**src/rtl/pipe_hazard_ctrl.sv**
```systemverilog
// Pipeline hazard sequencer for the IF/ID and ID/EX boundary.
// Detects load-use hazards, holds jumpClear across a multi-cycle flush after a
// taken jump, and freezes fetch on HALT until resume. It also keeps two
// saturating debug counters: stall cycles and accepted jumps.
module pipe_hazard_ctrl #(
  parameter int unsigned LOAD_LAT     = 1,    // bubble cycles per load-use hazard (1..7)
  parameter int unsigned FLUSH_CYCLES = 1,    // jumpClear cycles per taken jump (1..3)
  parameter bit          R0_ZERO      = 1'b1, // r0 as a destination never hazards
  parameter int unsigned CNT_W        = 16    // event counter width
) (
  input  logic             clk,
  input  logic             rst,
  input  logic [2:0]       id_areg,
  input  logic [2:0]       id_breg,
  input  logic             id_uses_a,
  input  logic             id_uses_b,
  input  logic             id_halt,
  input  logic [2:0]       ex_dest,
  input  logic             ex_is_load,
  input  logic             ex_regwrite,
  input  logic             jump_taken,
  input  logic             resume,
  output logic             pc_write,
  output logic             IF_IDstall,
  output logic             jumpClear,
  output logic             ID_EXflush,
  output logic             halted,
  output logic [CNT_W-1:0] stall_cycles,
  output logic [CNT_W-1:0] flush_events
);

  typedef enum logic [1:0] {
    S_RUN   = 2'd0,
    S_STALL = 2'd1,
    S_FLUSH = 2'd2,
    S_HALT  = 2'd3
  } state_e;

  // The first cycle of a stall or flush is spent in RUN, so cnt starts one short.
  localparam logic [2:0] STALL_INIT = 3'(LOAD_LAT - 1);
  localparam logic [2:0] FLUSH_INIT = 3'(FLUSH_CYCLES - 1);

  state_e           state_q, state_d;
  logic [2:0]       cnt_q, cnt_d;
  logic [CNT_W-1:0] stall_cnt_q, stall_cnt_d;
  logic [CNT_W-1:0] flush_cnt_q, flush_cnt_d;

  logic match_a, match_b, dest_masked, load_use;
  logic jump_accept;
  logic stall_evt, flush_evt;

  // Load-use hazard between the instruction in ID and the load in EX.
  always_comb begin
    match_a     = id_uses_a && (ex_dest == id_areg);
    match_b     = id_uses_b && (ex_dest == id_breg);
    dest_masked = R0_ZERO && (ex_dest == 3'd0);
    // A double operand match is still one hazard: the OR collapses it.
    load_use    = ex_is_load && ex_regwrite && (match_a || match_b) && !dest_masked;
    // EX holds a bubble during FLUSH, so a jump indication there is stale.
    jump_accept = jump_taken && (state_q != S_FLUSH);
  end

  // State, remaining-cycle counter and debug counters.
  always_ff @(posedge clk) begin
    // NOTE: sequential state uses non-blocking assignments so every flop samples
    // pre-edge values regardless of statement order.
    if (rst) begin
      state_q     <= S_RUN;
      cnt_q       <= 3'd0;
      stall_cnt_q <= '0;
      flush_cnt_q <= '0;
    end else begin
      state_q     <= state_d;
      cnt_q       <= cnt_d;
      stall_cnt_q <= stall_cnt_d;
      flush_cnt_q <= flush_cnt_d;
    end
  end

  // Next-state logic: jump beats load-use beats halt.
  always_comb begin
    // NOTE: every always_comb target gets a default first so no path can infer
    // a latch.
    state_d   = state_q;
    cnt_d     = cnt_q;
    stall_evt = 1'b0;
    flush_evt = 1'b0;
    if (jump_accept) begin
      flush_evt = 1'b1;
      if (FLUSH_CYCLES > 1) begin
        state_d = S_FLUSH;
        cnt_d   = FLUSH_INIT;
      end else begin
        state_d = S_RUN;
      end
    end else begin
      case (state_q)
        S_RUN: begin
          if (load_use) begin
            stall_evt = 1'b1;
            if (LOAD_LAT > 1) begin
              state_d = S_STALL;
              cnt_d   = STALL_INIT;
            end
          end else if (id_halt) begin
            state_d = S_HALT;
          end
        end
        S_STALL: begin
          stall_evt = 1'b1;
          cnt_d     = cnt_q - 3'd1;
          if (cnt_q == 3'd1) state_d = S_RUN;
        end
        S_FLUSH: begin
          cnt_d = cnt_q - 3'd1;
          if (cnt_q == 3'd1) state_d = S_RUN;
        end
        S_HALT: begin
          if (resume) state_d = S_RUN;
        end
        default: state_d = S_RUN;
      endcase
    end
  end

  // Saturating event counters; they hold at all-ones instead of wrapping.
  always_comb begin
    stall_cnt_d = stall_cnt_q;
    flush_cnt_d = flush_cnt_q;
    if (stall_evt && (stall_cnt_q != {CNT_W{1'b1}})) stall_cnt_d = stall_cnt_q + 1'b1;
    if (flush_evt && (flush_cnt_q != {CNT_W{1'b1}})) flush_cnt_d = flush_cnt_q + 1'b1;
  end

  // Output decode. Reset forces a clear of IF/ID, which has no reset of its own.
  always_comb begin
    pc_write   = 1'b1;
    IF_IDstall = 1'b0;
    jumpClear  = 1'b0;
    ID_EXflush = 1'b0;
    halted     = 1'b0;
    if (rst) begin
      pc_write   = 1'b0;
      IF_IDstall = 1'b1;
      jumpClear  = 1'b1;
      ID_EXflush = 1'b1;
    end else begin
      halted = (state_q == S_HALT);
      if (jump_accept) begin
        jumpClear  = 1'b1;
        ID_EXflush = 1'b1;
      end else begin
        case (state_q)
          S_RUN: begin
            if (load_use || id_halt) begin
              IF_IDstall = 1'b1;
              pc_write   = 1'b0;
              ID_EXflush = 1'b1;
            end
          end
          S_STALL: begin
            IF_IDstall = 1'b1;
            pc_write   = 1'b0;
            ID_EXflush = 1'b1;
          end
          S_FLUSH: begin
            jumpClear  = 1'b1;
            ID_EXflush = 1'b1;
          end
          S_HALT: begin
            // On resume the HALT sitting in IF/ID is dropped via the bubble.
            ID_EXflush = 1'b1;
            if (!resume) begin
              IF_IDstall = 1'b1;
              pc_write   = 1'b0;
            end
          end
          default: ;
        endcase
      end
    end
  end

  assign stall_cycles = stall_cnt_q;
  assign flush_events = flush_cnt_q;

endmodule
```
**config.mk**
```make
export PLATFORM = sky130hd
export DESIGN_NAME = pipe_hazard_ctrl
export DESIGN_NICKNAME = d
export VERILOG_FILES = /design/src/rtl/pipe_hazard_ctrl.sv
export SDC_FILE = /design/constraint.sdc
export NUM_CORES = 1
export LEC_CHECK = 0
export ABC_AREA = 1
export BUFFER_PORTS_ARGS = -buffer_cell sky130_fd_sc_hd__buf_4
export CORE_MARGIN = 8
export CORE_UTILIZATION = 29
export DETAILED_ROUTE_END_ITERATION = 12
export MAX_ROUTING_LAYER = met4
export SLEW_MARGIN = 25
export SYNTH_ARGS = -nofsm -noshare
export SYNTH_HDL_FRONTEND = slang
export SYNTH_SLANG_ARGS = --single-unit
```
**constraint.sdc**
```tcl
create_clock -name clk -period 2 [get_ports clk]
set_input_delay 0.5 -clock clk [delete_from_list [all_inputs] [get_ports clk]]
set_output_delay 0.5 -clock clk [all_outputs]
set_load 0.01 [all_outputs]
```
== Yosys cells after proc, flatten, opt, wreduce, memory -nomap -nowiden ==
Cells that the tools add are included.

* Reductions and logical operators: 18
* Bitwise operators: 1
* Add/sub/neg operators: 3
* Muxes and demuxes: 26
* Equal/unequal tests: 13

{| class="wikitable"
|+ Operators by type and width
! operator !! count
|-
| 16-bit by 1-bit adder with 16-bit output, second input constant || 2
|-
| 16-bit inequality test, second input constant || 2
|-
| 1-bit two-way mux || 17
|-
| 1-bit logical AND || 8
|-
| 2-bit two-way mux || 4
|-
| 2-bit inequality test, second input constant || 4
|-
| 3-bit == test || 2
|-
| 1-bit one-hot mux with 3 select lines || 2
|-
| 2-bit one-hot mux with 3 select lines || 1
|-
| 2-bit == test, second input constant || 2
|-
| 1-bit one-hot mux with 2 select lines || 2
|-
| 4-bit AND reduction || 1
|-
| 2-bit OR reduction || 2
|-
| 3-bit by 1-bit == test with 1-bit output, second input constant || 1
|-
| 3-bit zero test || 1
|-
| 3-bit OR reduction || 1
|-
| 3-bit by 1-bit subtractor with 3-bit output, second input constant || 1
|-
| 2-bit by 1-bit == test with 1-bit output, second input constant || 1
|-
| 2-bit zero test || 1
|-
| 1-bit logical OR || 2
|-
| 2-bit by 1-bit inequality test with 1-bit output, second input constant || 1
|-
| 2-bit AND reduction || 1
|-
| 1-bit zero test || 1
|-
| 1-bit inverter || 1
|}

* Register bits: 37
* Word-level logic and storage cells: 65
* Bits of input ports: 18
* Output and inout port bits: 37

== Logic depth before layout (Yosys ltp) ==
Gate-level depths: netlist of run 1.

* Word-level depth: 10
* Gate-level depth with buffers: 12
* Mapped depth without buffers: 11

== Worst setup path before layout of run 1 ==
No wires, ideal clock.

* Path kind: input to output
* Start: input ex_dest[0]
* End: output pc_write
* Arrival: 1.325 ns
* Stages on the path: 11
* Buffers on the path: 0
* Data required time: 1.500 ns
* Path slack: 0.175 ns
* Cells stage by stage: inv_1 nand2_1 nand2_1 nor2_1 nand2_1 nand2_2 nand2_1 nand3_1 nand3_1 nand2_1 inv_1

* Longest elaborated chain between the ends: 10
* Elaborated cells between the ends (all ways): 14
* Those cells by class: 2 x eq/ne; 4 x mux; 8 x reduce/logical

{| class="wikitable"
|+ Ends and longest elaborated chain
! item !! RTL line !! source
|-
| start, declared || 18 || <nowiki>input logic [2:0] ex_dest,</nowiki>
|-
| 3-bit == test (on tied branches) || 54, 55 ||
|-
| 1-bit logical AND (on tied branches) || 54, 55 ||
|-
| 1-bit logical OR || 58 || <nowiki>load_use = ex_is_load && ex_regwrite && (match_a || match_b) && !dest_masked;</nowiki>
|-
| 1-bit logical AND || 58 ||
|-
| 1-bit logical AND (*) || 58 ||
|-
| 1-bit logical OR (*) || 154 || <nowiki>if (load_use || id_halt) begin</nowiki>
|-
| 1-bit two-way mux (*) || 154 ||
|-
| 1-bit one-hot mux with 3 select lines (*) || 152 || <nowiki>case (state_q)</nowiki>
|-
| 1-bit two-way mux (*) || 148 || <nowiki>if (jump_accept) begin</nowiki>
|-
| 1-bit two-way mux (*) || 141 || <nowiki>if (rst) begin</nowiki>
|-
| end, declared || 23 || <nowiki>output logic pc_write,</nowiki>
|}

Every way passes the cells marked *; elsewhere a longest branch is shown, timed or not.

== Final worst setup path of run 1 ==
* Start: input ex_dest[2]
* End: output pc_write

Same word-level chain as after synthesis.

==> summary by stage, run 1 <==
Critical path
The data arrival at the endpoint of the critical path is around 1.4 ns. The worst setup path is of the in -> out kind. The standard cell with the maximum stage delay on the critical path is sky130_fd_sc_hd__buf_4. The kind of capture point of the worst setup path is an output port.

The maximum fanout count along the critical path is 3. The delay of the slowest cell on the worst path is ~0.13 ns. The startpoint class of the critical path is an input port. Traced cell by cell, the critical path runs through buf_4 -> inv_2 -> nand2_1 -> nand2_1 -> nor2_1 -> nand2_1 -> nand2_2 -> nand2_2 -> nand3_2 -> nand3_2 -> nand2_2 -> inv_1 -> buf_4. The data required time at the worst endpoint is approximately 1.5 ns.

CTS
For this design, the CTS-stage hold fixing added 0 buffers. TritonCTS built the clock tree. TritonCTS created 5 clock buffers. CTS placed an instance of sky130_fd_sc_hd__clkbuf_8 at the clock tree root. Clock-pin slew was measured on the worst setup and hold paths at around 0.08 ns. The total number of H-tree levels is 2. CTS saw 33 sinks. The maximum buffer depth of the clock tree is 2. Clock latency on the worst-skew pair, taken at its later pin, is 0.29 ns.

Floorplan
The core footprint is just over 7000 um2. The floorplan row count is 31. The initial utilization of the core area, before any placement, comes to 0.2946. The die outline area is approximately 10000 um2. From bottom edge to top edge, the die measures ~100 um. The horizontal extent of the die is 100.9 um. Pin placement for this block handled 55 I/O pins.

Routing
In this run the remaining antenna-violating nets after routing total 0. In the routed design, unresolved DRC markers number 0. The detailed router placed roughly 2200 vias in this run. The detailed router finished its first iteration with 111 violations. In the final routed layout, each cell accounts on average for ~11 um.

Summed over all layers, the routed wires come to 5.627 mm. The average via count per standard cell is 4.352. The number of iterations in the first detailed-routing pass is 4.

Logic synthesis
The synthesized area is between 2000 and 2500 um2. The synthesized design contains 33 register bits. Counting flops with a built-in enable in the synthesized netlist gives 0. The netlist uses 31 different library cells.

The share of async-settable or async-resettable flops after synthesis is 0. The share of the synthesized area in the top cell type is 0.3160. Each instance of the synthesized netlist takes up on average between 6 and 7 um2. The proportion of synthesized chip area in sequential cells is 0.3160.

sky130_fd_sc_hd__nand2_1 is the most common cell in the netlist. By area the synthesized netlist is led by sky130_fd_sc_hd__dfxtp_1, sky130_fd_sc_hd__nand2_1, sky130_fd_sc_hd__nor2_1, sky130_fd_sc_hd__inv_1, sky130_fd_sc_hd__nand3_1. The cell type with the highest aggregate area in the netlist is sky130_fd_sc_hd__dfxtp_1. The cell count after synthesis is roughly 340.

For this run, the number of Yosys warnings is 0. The top flip-flop cell by instance count after synthesis is sky130_fd_sc_hd__dfxtp_1. The number of nets in the synthesized netlist is between 300 and 400. Counting instances in the post-synthesis netlist gives the leading cell types as sky130_fd_sc_hd__nand2_1, sky130_fd_sc_hd__nor2_1, sky130_fd_sc_hd__inv_1.

Placement
Port buffering added 54 buffers. At the placement stage, the worst setup path has a slack of between 0.03 and 0.04 ns. The detailed placer's ending HPWL is ~4.3 mm. The placed standard-cell area is about 2600 um2. Routability-driven placement finished with a final weighted congestion of around 0.86.

STA
The worst slew margin relative to its limit is 0.7727. The count of pins over their slew limit came to 0. Setup repair after global routing could not meet its margin everywhere. Clock skew on the completed layout was measured at about 0.012 ns. Once routing completed, OpenROAD measured the worst setup slack at about 0.10 ns.

The post-route fraction of the period consumed by the critical path is 0.9492. The minimum clock period after layout is 1.898 ns. Derived from the worst setup path, the maximum achievable clock frequency is 526.7 MHz. For the pin with the worst max-slew slack, the measured transition is ~0.34 ns. The total of endpoints with negative setup slack in the final report is 0. The number of hold violations in the final report is 0.

Power
The leakage component of the power is 1.206 nW. The total power per unit cell area is approximately 530 nW/um2. The worst vdd rail ir drop is 0.0002275 V.

Final layout
The number of inserted diodes is 0. Of the cells placed in the final design, the portion with a size suffix greater than 1 is 0.2365. The final-stage net count is 425.

With fillers left out, the area of the finished cells amounts to approximately 2800 um2. The layout-stage area growth over the synthesis result is 33.63%.

Hold path
The class of the tightest hold or removal check is reg -> reg.

Outcome
The run finished with clean final reports.

Job
The number of violations of the max-capacitance limit is 0.

Global routing
The via count of the first global-routing pass is ~2100. The first global-routing pass estimated roughly 9.7 mm of wire. Across every metal layer, demand over resource in global routing totals 0.1207.

The maximum number of pins on one net before global-route repair is 20. The remaining global-route overflow is 0. The initial antenna violation count came to 0.
## layout by cell type (no fill, tap or decap), types with 3 or more instances in the layout
master | netlist | routed
sky130_fd_sc_hd__a21oi_1 | 10 | 10
sky130_fd_sc_hd__buf_4 | 3 | 64
sky130_fd_sc_hd__clkbuf_8 | 0 | 6
sky130_fd_sc_hd__dfxtp_1 | 33 | 33
sky130_fd_sc_hd__inv_1 | 37 | 36
sky130_fd_sc_hd__inv_2 | 2 | 3
sky130_fd_sc_hd__nand2_1 | 110 | 107
sky130_fd_sc_hd__nand2_2 | 1 | 4
sky130_fd_sc_hd__nand3_1 | 18 | 16
sky130_fd_sc_hd__nand4_1 | 3 | 3
sky130_fd_sc_hd__nor2_1 | 68 | 68
sky130_fd_sc_hd__nor2_2 | 3 | 3
sky130_fd_sc_hd__nor3_1 | 15 | 15
sky130_fd_sc_hd__o21ai_0 | 6 | 6
sky130_fd_sc_hd__o21bai_2 | 3 | 3
sky130_fd_sc_hd__xnor2_1 | 4 | 4
sky130_fd_sc_hd__xor2_1 | 5 | 5
## flip-flops by register name, summed over array words and instances (netlist names)
name	count
flush_events	16
stall_cycles	16
state_q	1
## logic make-up after synthesis
logic type	synth area share
xor gates and xnor gates	0.03770
buffers and inverters	0.09575
DFF	0.3160
adders and majority gates	0.01197
and+or+nand+nor	0.4680
AOI/OAI and AO/OA	0.07062
## worst paths after layout
kind                                        from               end  slack, ns  cells after the start
worst min-delay path            flush_events[15]  flush_events[15]       0.51                      2
worst min register to register  flush_events[15]  flush_events[15]       0.51                      2
worst max-delay path                  ex_dest[2]          pc_write       0.10                     13
worst max register to register   flush_events[1]  flush_events[13]       0.22                      8
## final cells by class
class	count	area, um2
clock buffer	7	86.33
timing repair buffer	65	491.7
sequential	33	660.6
tap	99	123.9
multi-input combinational	260	1247
inverter	40	153.9
clock inverter	1	30.03
fill	780	4304
## per-layer routing
layer	global-route usage	wire length, um	vias up
met3	0.03246	246	5
met4	0.03436	52	0
met5	-	0	-
met1	0.1377	2647	979
met2	0.2028	2682	30
li1	-	-	1184
## critical path: cells and delay by family
kind	cells	cell delay [ns]
simple gates	9	0.57
buf+inv	4	0.32
## report_power, final
| part | switching, mW | internal, mW | leakage (nW) |
|---|---|---|---|
| combinational | 0.0873 | 0.0728 | 0.881 |
| clock | 0.251 | 0.406 | 0.0585 |
| sequential | 0.00643 | 0.663 | 0.266 |
## metrics by stage
step / power [mW] / hold slack [ns] / utilization / cells / setup TNS (ns)
floorplan: 0.7658 / 0.5030 / - / 341 / 0
finish: 1.488 / 0.5076 / 0.3936 / 505 / 0
global route: 1.566 / 0.5281 / 0.3936 / 505 / -0.009739
global placement: 0.8385 / 0.4994 / 0.3726 / 496 / 0
detailed placement: 0.8403 / 0.4991 / 0.3726 / 496 / 0
CTS: 1.511 / 0.5028 / 0.3890 / 504 / 0
## repair_timing
item                                    in CTS  in global routing
endpoints found under the setup margin       0                  7
buffers inserted                             0                  1
gates resized for setup                      0                  8
No activity file was read; power rests on OpenSTA's default activity.
==> inputs of run 2 (changes only) <==
- BUFFER_PORTS_ARGS: -buffer_cell sky130_fd_sc_hd__buf_4 -> not set
- DONT_BUFFER_PORTS: not set -> 1
==> run 2 against run 1 <==
Register-to-register slack improved by 0.04 ns. Largest power group unchanged. Clock power decreased by 23%. Routed wire length decreased by 4.0%. Critical path depth decreased by 2. Final area decreased by 12%. Setup slack improved by 0.032 ns. Worst hold slack got worse by 0.23 ns. Cell count decreased by 8.3%. Flip-flop and latch count unchanged. First-iteration DRC count decreased by 33%. Core utilization decreased by 4.9 points.
==> summary by stage, run 2 (same netlist as run 1, synthesis figures left out) <==
Global routing
The remaining global-route overflow is 0. Entering global routing, the biggest net connects 20 pins. The initial antenna violation count came to 0. The via count of the first global-routing pass is 2016. Across every metal layer, demand over resource in global routing totals 0.1159. The global-route wire length before repair is about 9.2 mm.

Final layout
The number of inserted diodes is 0. Compared with the post-synthesis result, the final layout area differs by 17.06%. Leaving out fill and tap cells, the most frequent cells in the layout are sky130_fd_sc_hd__nand2_1, sky130_fd_sc_hd__nor2_1, sky130_fd_sc_hd__inv_1, sky130_fd_sc_hd__dfxtp_1, sky130_fd_sc_hd__buf_4.

Leaving out fill and tap cells, the most frequent cell in the layout is sky130_fd_sc_hd__nand2_1. Leaving out filler cells and counting taps, the final layout contains 463. The final-stage net count is 383.

The fraction of layout instances using a drive strength above 1 is 0.1429.

Critical path
The worst setup path is launched from an input port. The cell family contributing the most delay on the critical path is simple AND/OR/NAND/NOR gates. The worst setup path is captured at an output port. The source of the critical timing path is ex_dest[0]. The maximum fanout count along the critical path is 4. The setup check on the worst reg-to-reg path leaves a slack of 0.26 ns. The signal on the critical path passes through inv_1 -> nand2_1 -> nand2_1 -> nor2_1 -> nand2_1 -> nand2_2 -> nand2_2 -> nand3_1 -> nand3_1 -> nand2_2 -> buf_4. The standard cell with the maximum stage delay on the critical path is sky130_fd_sc_hd__buf_4.

The total buffers and inverters traversed by the critical path is 2. Data on the critical path arrives at its endpoint at 1.37 ns. The kind of critical path is in -> out. On the worst path, the slowest cell contributes a delay of 0.14 ns. For the worst setup path, the data required time is around 1.5 ns. The launch instance of the worst register-to-register path is flush_events[0].

STA
Setup slack on the critical path of the routed design comes to about 0.13 ns. The actual transition at the worst max-transition pin is 0.3391 ns. The count of pins over their slew limit is 0. The minimum clock period after layout is between 1.5 and 2 ns. Headroom to the max-slew limit came out at 0.7722.

The maximum clock frequency is approximately 540 MHz. The post-route fraction of the period consumed by the critical path is 0.9333. The number of hold violations in the final report is 0. After routing, the total negative slack on setup checks comes to 0 ns.

The final clock skew is roughly 0.013 ns. Setup repair after global routing left no endpoint under its margin. The total of endpoints with negative setup slack in the final report is 0.

Floorplan
The core footprint is 7098 um2. The die outline area is roughly 10000 um2. The initial core utilization is 0.2946. Measured along the x axis, the die boundary spans 100.9 um. Pin placement for this block handled 55 I/O pins. The floorplan step set the die height to slightly above 100 um.

The floorplan row count is 31.

CTS
The clock passes through at most 2 buffers. The total number of H-tree levels is 2. The TritonCTS sink count is 33.

The clock-pin slew of the registers on the worst-case setup and hold paths is approximately 0.08 ns. Buffers inserted during clock tree synthesis total 5. The cts-stage hold buffer count is 0. At the later pin of the worst-skew pair, clock insertion delay measures 0.29 ns. The buffer type at the clock tree root is sky130_fd_sc_hd__clkbuf_8. The TritonCTS clock tree is yes.

Routing
Summed over all layers, the routed wires come to ~5.4 mm. Dividing the detail-routed wire length by the instance count gives 11.66 um. The overall via count from detail_route is a little over 2000.

The DRC marker count from the first detailed-route iteration is 74. In the routed design, unresolved DRC markers number 0. In the routed layout, each cell is associated on average with a via count of 4.436. Once detail routing completed, the nets flagged for antenna violations numbered 0.

The pre-antenna-repair detailed-routing pass consisted of 4 iterations.

Placement
During placement, the flow inserted port buffers numbering 0. Once detailed placement completed, the half-perimeter wirelength came to around 4.3 mm. The routability congestion estimate from global placement is 0.8382. The cell total after placement is between 400 and 500. At the placement stage, the worst setup path has a slack of 0.06949 ns.

Hold path
The min-delay analysis places its worst path in the category in -> reg. The worst hold path begins at rst.

Power
The leakage component of the power is slightly below 1 nW. Across the VDD grid, the largest voltage drop is around 0.00026 V. In this run the power density over the cells is 526.5 nW/um2.

Outcome
The flow ran to the end, and the final reports show no timing, DRC or antenna violations.

Job
Max-cap violations in this run came to 0.
==> run 2: cell count changes in the layout (fill, tap and decap cells not counted), sizes merged <==
cell,change
clkinvlp,+1
buf,-42
clkinv,+2
clkbuf,-2
bufinv,-1
==> run 2: metrics by stage <==
| stage | hold slack, ns | total power, mW | instance area, um2 | util |
|---|---|---|---|---|
| 2_1_floorplan | 0.5030 | 0.7658 | 2091 | - |
| 3_3_place_gp | 0.5276 | 0.7901 | 2342 | 0.3300 |
| 3_5_place_dp | 0.5434 | 0.7916 | 2342 | 0.3300 |
| 4_1_cts | 0.2581 | 1.311 | 2429 | 0.3421 |
| 5_1_grt | 0.2616 | 1.349 | 2447 | 0.3448 |
| 6_report | 0.2731 | 1.289 | 2447 | 0.3448 |
==> run 2: layout make-up <==
cell class	instances	area, um2
clock inverter	3	17.52
sequential	33	660.6
clock buffer	5	68.82
timing repair buffer	23	185.2
inverter	40	153.9
fill	782	4651
tap	99	123.9
multi-input combinational	260	1237
==> run 2: layer usage <==
metal / wire (um) / track usage / vias to the layer above
li1: - / - / 1096
met1: 2243 / 0.1177 / 900
met2: 2574 / 0.1971 / 48
met3: 472 / 0.04696 / 10
met4: 110 / 0.04238 / 0
met5: 0 / - / -
==> run 2: where the power goes <==
group	total, mW	internal, mW	switching (mW)
clock network	0.508	0.240	0.268
registers	0.667	0.663	0.00354
logic	0.114	0.0415	0.0724
==> run 2: worst reg2reg max path, stage by stage, from the launching register on <==
cell and delay, ns:
sky130_fd_sc_hd__dfxtp_1 0.34, sky130_fd_sc_hd__ha_1 0.21, sky130_fd_sc_hd__nand3_1 0.14, sky130_fd_sc_hd__nor3_2 0.19, sky130_fd_sc_hd__nand3_1 0.12, sky130_fd_sc_hd__nand2_2 0.20, sky130_fd_sc_hd__clkinvlp_4 0.24, sky130_fd_sc_hd__nand2_1 0.13
sky130_fd_sc_hd__a21oi_1 0.07
==> run 2: final timing paths <==
kind	to	depth (start not counted)
worst min-delay path	flush_events[4]	1
worst max-delay path	IF_IDstall	11
worst max register to register	flush_events[11]	8
worst min register to register	state_q[0]	3
==> run 2: timing repair <==
action,in CTS,in global routing
setup buffers,0,1
gates resized for setup,0,4
setup endpoints to repair,0,11
==> inputs of run 3 (changes only) <==
- SETUP_SLACK_MARGIN: not set -> 0.2
==> run 3 against run 2 <==
Worst hold slack improved by 0.0034 ns. Power fell by 0.44%. Clock power fell by 2%. Die area did not move. Largest cell class unchanged.
==> summary by stage, run 3 (same netlist as run 1, synthesis figures left out) <==
Outcome
The run finished with clean final reports.

STA
For this run, the top clock speed supported by timing is 556.8 MHz. The aggregate negative setup slack is 0 ns. For the final database, setup skew stands at around 0.010 ns.

The number of hold violations in the final report is 0. At the pin with the least slew margin, the transition time is around 0.4 ns. The minimum clock period after layout is around 1.8 ns.

The worst slew margin relative to its limit is 0.7300. Setup repair after global routing could not meet its margin everywhere. The count of pins over their slew limit is 0. Setup violations remaining at the end of the flow were counted as 0.

In the finished design, the share of the clock period the worst path needs comes to 0.8981.

Routing
The average via count per standard cell is 4.487. The residual antenna-violating net count after detailed routing is 0. The number of iterations in the first detailed-routing pass is 4. After detailed routing, the average wire length per cell comes to 11.82 um. The DRC marker count from the first detailed-route iteration is 67.

The overall via count from detail_route is 2100. After detailed routing, the total wire length is around 5.5 mm. For this run, design rule violations remaining after detail routing come to 0.

Final layout
The net count of the finished layout is roughly 390. The number of standard cells in the layout, taps in and fillers out is between 400 and 500. The number of antenna diodes in the final layout is 0. The number of fillers in the final layout is ~780.

The fraction of layout instances using a drive strength above 1 is 0.1762. The final instance area is 2522 um2. Summing all flip-flop and latch instances after layout gives 660.6 um2.

The library cell used most frequently in the layout, excluding fill and tap cells, is sky130_fd_sc_hd__nand2_1. The layout-stage area growth over the synthesis result is 20.65%. The area of the multi-input gates is 1286 um2.

In the layout the commonest cells are sky130_fd_sc_hd__nand2_1, sky130_fd_sc_hd__nor2_1, sky130_fd_sc_hd__inv_1, sky130_fd_sc_hd__dfxtp_1, sky130_fd_sc_hd__buf_4.

Critical path
The source of the critical timing path is ex_dest[0]. For the worst setup path, the data required time is ~1.5 ns. The signal on the critical path passes through clkinvlp_4 -> nand2_1 -> nand2_1 -> nor2_2 -> nand2_1 -> nand2_2 -> nand2_2 -> nand3_2 -> nand3_2 -> nand2_4 -> inv_2. The most common cell type on the critical path is sky130_fd_sc_hd__nand2_1. The standard cell with the maximum stage delay on the critical path is sky130_fd_sc_hd__nand2_4. STA classifies the critical path endpoint as an output port.

The maximum fanout count along the critical path is 4. For the worst setup path, the data arrival time is roughly 1.3 ns. The delay of the slowest cell on the worst path is 0.09 ns. The startpoint class of the critical path is an input port. The launch instance of the worst register-to-register path is flush_events[0]. The critical path in this run is classified as in -> out.

Power
The internal power is approximately 0.95 mW. The worst vdd rail ir drop is a little under 0.0002 V. The clock network fraction of total power is 0.388. For this design the total switching power over the nets is 0.3358 mW. For this design the ratio of total power to cell area is just over 500 nW/um2. The part of the power in registers is 0.520. The analysis attributes to cell leakage a power of between 1 and 1.5 nW. After layout, the design draws a total of between 1 and 1.5 mW.

The share of total power consumed by net switching is 0.2618. The fraction of power consumed by combinational cells is 0.092.

CTS
The TritonCTS buffer count is 5. Clock latency on the worst-skew pair, taken at its later pin, is about 0.29 ns. Buffers inserted to repair hold after CTS numbered 0. The buffer type at the clock tree root is sky130_fd_sc_hd__clkbuf_8. After clock tree synthesis, the clock-pin slew on the worst setup and hold paths is roughly 0.080 ns. The clock passes through at most 2 buffers. The clock drives 33 sinks. The total number of H-tree levels is 2. The TritonCTS clock tree is yes.

Global routing
The maximum number of pins on one net before global-route repair is 20. The initial antenna violation count was 0. In the global route stage, overall resource usage came out at 0.1200.

For this run the aggregate overflow at the end of global routing stands at 0. The via count of the first global-routing pass is 2009. The global-route wire length before repair is approximately 9.5 mm.

Floorplan
The floorplan row count is 31. In this run the count of I/O pins placed on the die edge is 55. The die is ~100 um wide. The floorplan step defined a die boundary enclosing ~10000 um2. The initial core utilization is 0.2946. The core footprint is about 7100 um2. The die height is 100.9 um.

Placement
The placed standard-cell area is around 2300 um2. The total of buffers placed on input and output ports is 0. Once detailed placement completed, the half-perimeter wirelength came to 4.214 mm.

After detailed placement, the design holds a cell count of approximately 460. The routability congestion estimate from global placement is 0.8454.

Hold path
The launch point of the worst hold path is rst. The worst hold path belongs to the class in -> reg.

Job
The number of violations of the max-capacitance limit is 0.
-- run 3: cell count changes in the layout (fill, tap and decap cells not counted), sizes merged --
cell	change
buf	+5
clkinv	+1
inv	-1
-- run 3: final timing paths --
path | cells past startpoint | end | slack (ns)
worst max register to register | 9 | flush_events[2] | 0.36
worst min-delay path | 1 | flush_events[4] | 0.28
worst max-delay path | 11 | pc_write | 0.20
worst min register to register | 2 | flush_events[13] | 0.56
-- run 3: per-layer routing --
metal / share of wire / global-route usage
met2: 0.49 / 0.1956
met5: 0 / -
met4: 0.012 / 0.04238
met1: 0.42 / 0.1297
met3: 0.081 / 0.04765
-- run 3: what timing repair did --
action,CTS,global route
buffers inserted,3,2
endpoints found under the setup margin,3,27
gates resized for setup,3,11
pin swaps,5,3
cloned,0,0
-- run 3: power groups by stage --
stage | Combinational (mW) | Clock (mW) | Sequential (mW)
final | 0.118 | 0.498 | 0.667
after global routing | 0.135 | 0.552 | 0.668
after floorplan | 0.0801 | 0 | 0.687
after global placement | 0.104 | 0 | 0.682
after detailed placement | 0.106 | 0 | 0.682
after CTS | 0.112 | 0.524 | 0.666
-- run 3: worst max-delay path: cells and delay by family --
| kind | cells | cell delay, ns |
|---|---|---|
| buffers and inverters | 2 | 0.13 |
| AND/OR/NAND/NOR | 9 | 0.66 |
-- run 3: final cells by class --
type                       count  area share
multi-input combinational    260      0.5099
timing repair buffer          28     0.08333
clock inverter                 3    0.006944
inverter                      40     0.06151
clock buffer                   5     0.02728
sequential                    33      0.2619
tap                           99     0.04911
-- run 3: through the flow --
| step | hold WS, ns | setup WS, ns | util |
|---|---|---|---|
| 2_1_floorplan | 0.5030 | 0.2143 | - |
| 3_3_place_gp | 0.5316 | 0.1131 | 0.3296 |
| 3_5_place_dp | 0.5352 | 0.1132 | 0.3296 |
| 4_1_cts | 0.2628 | 0.1863 | 0.3460 |
| 5_1_grt | 0.2580 | 0.1118 | 0.3554 |
| 6_report | 0.2765 | 0.2039 | 0.3554 |
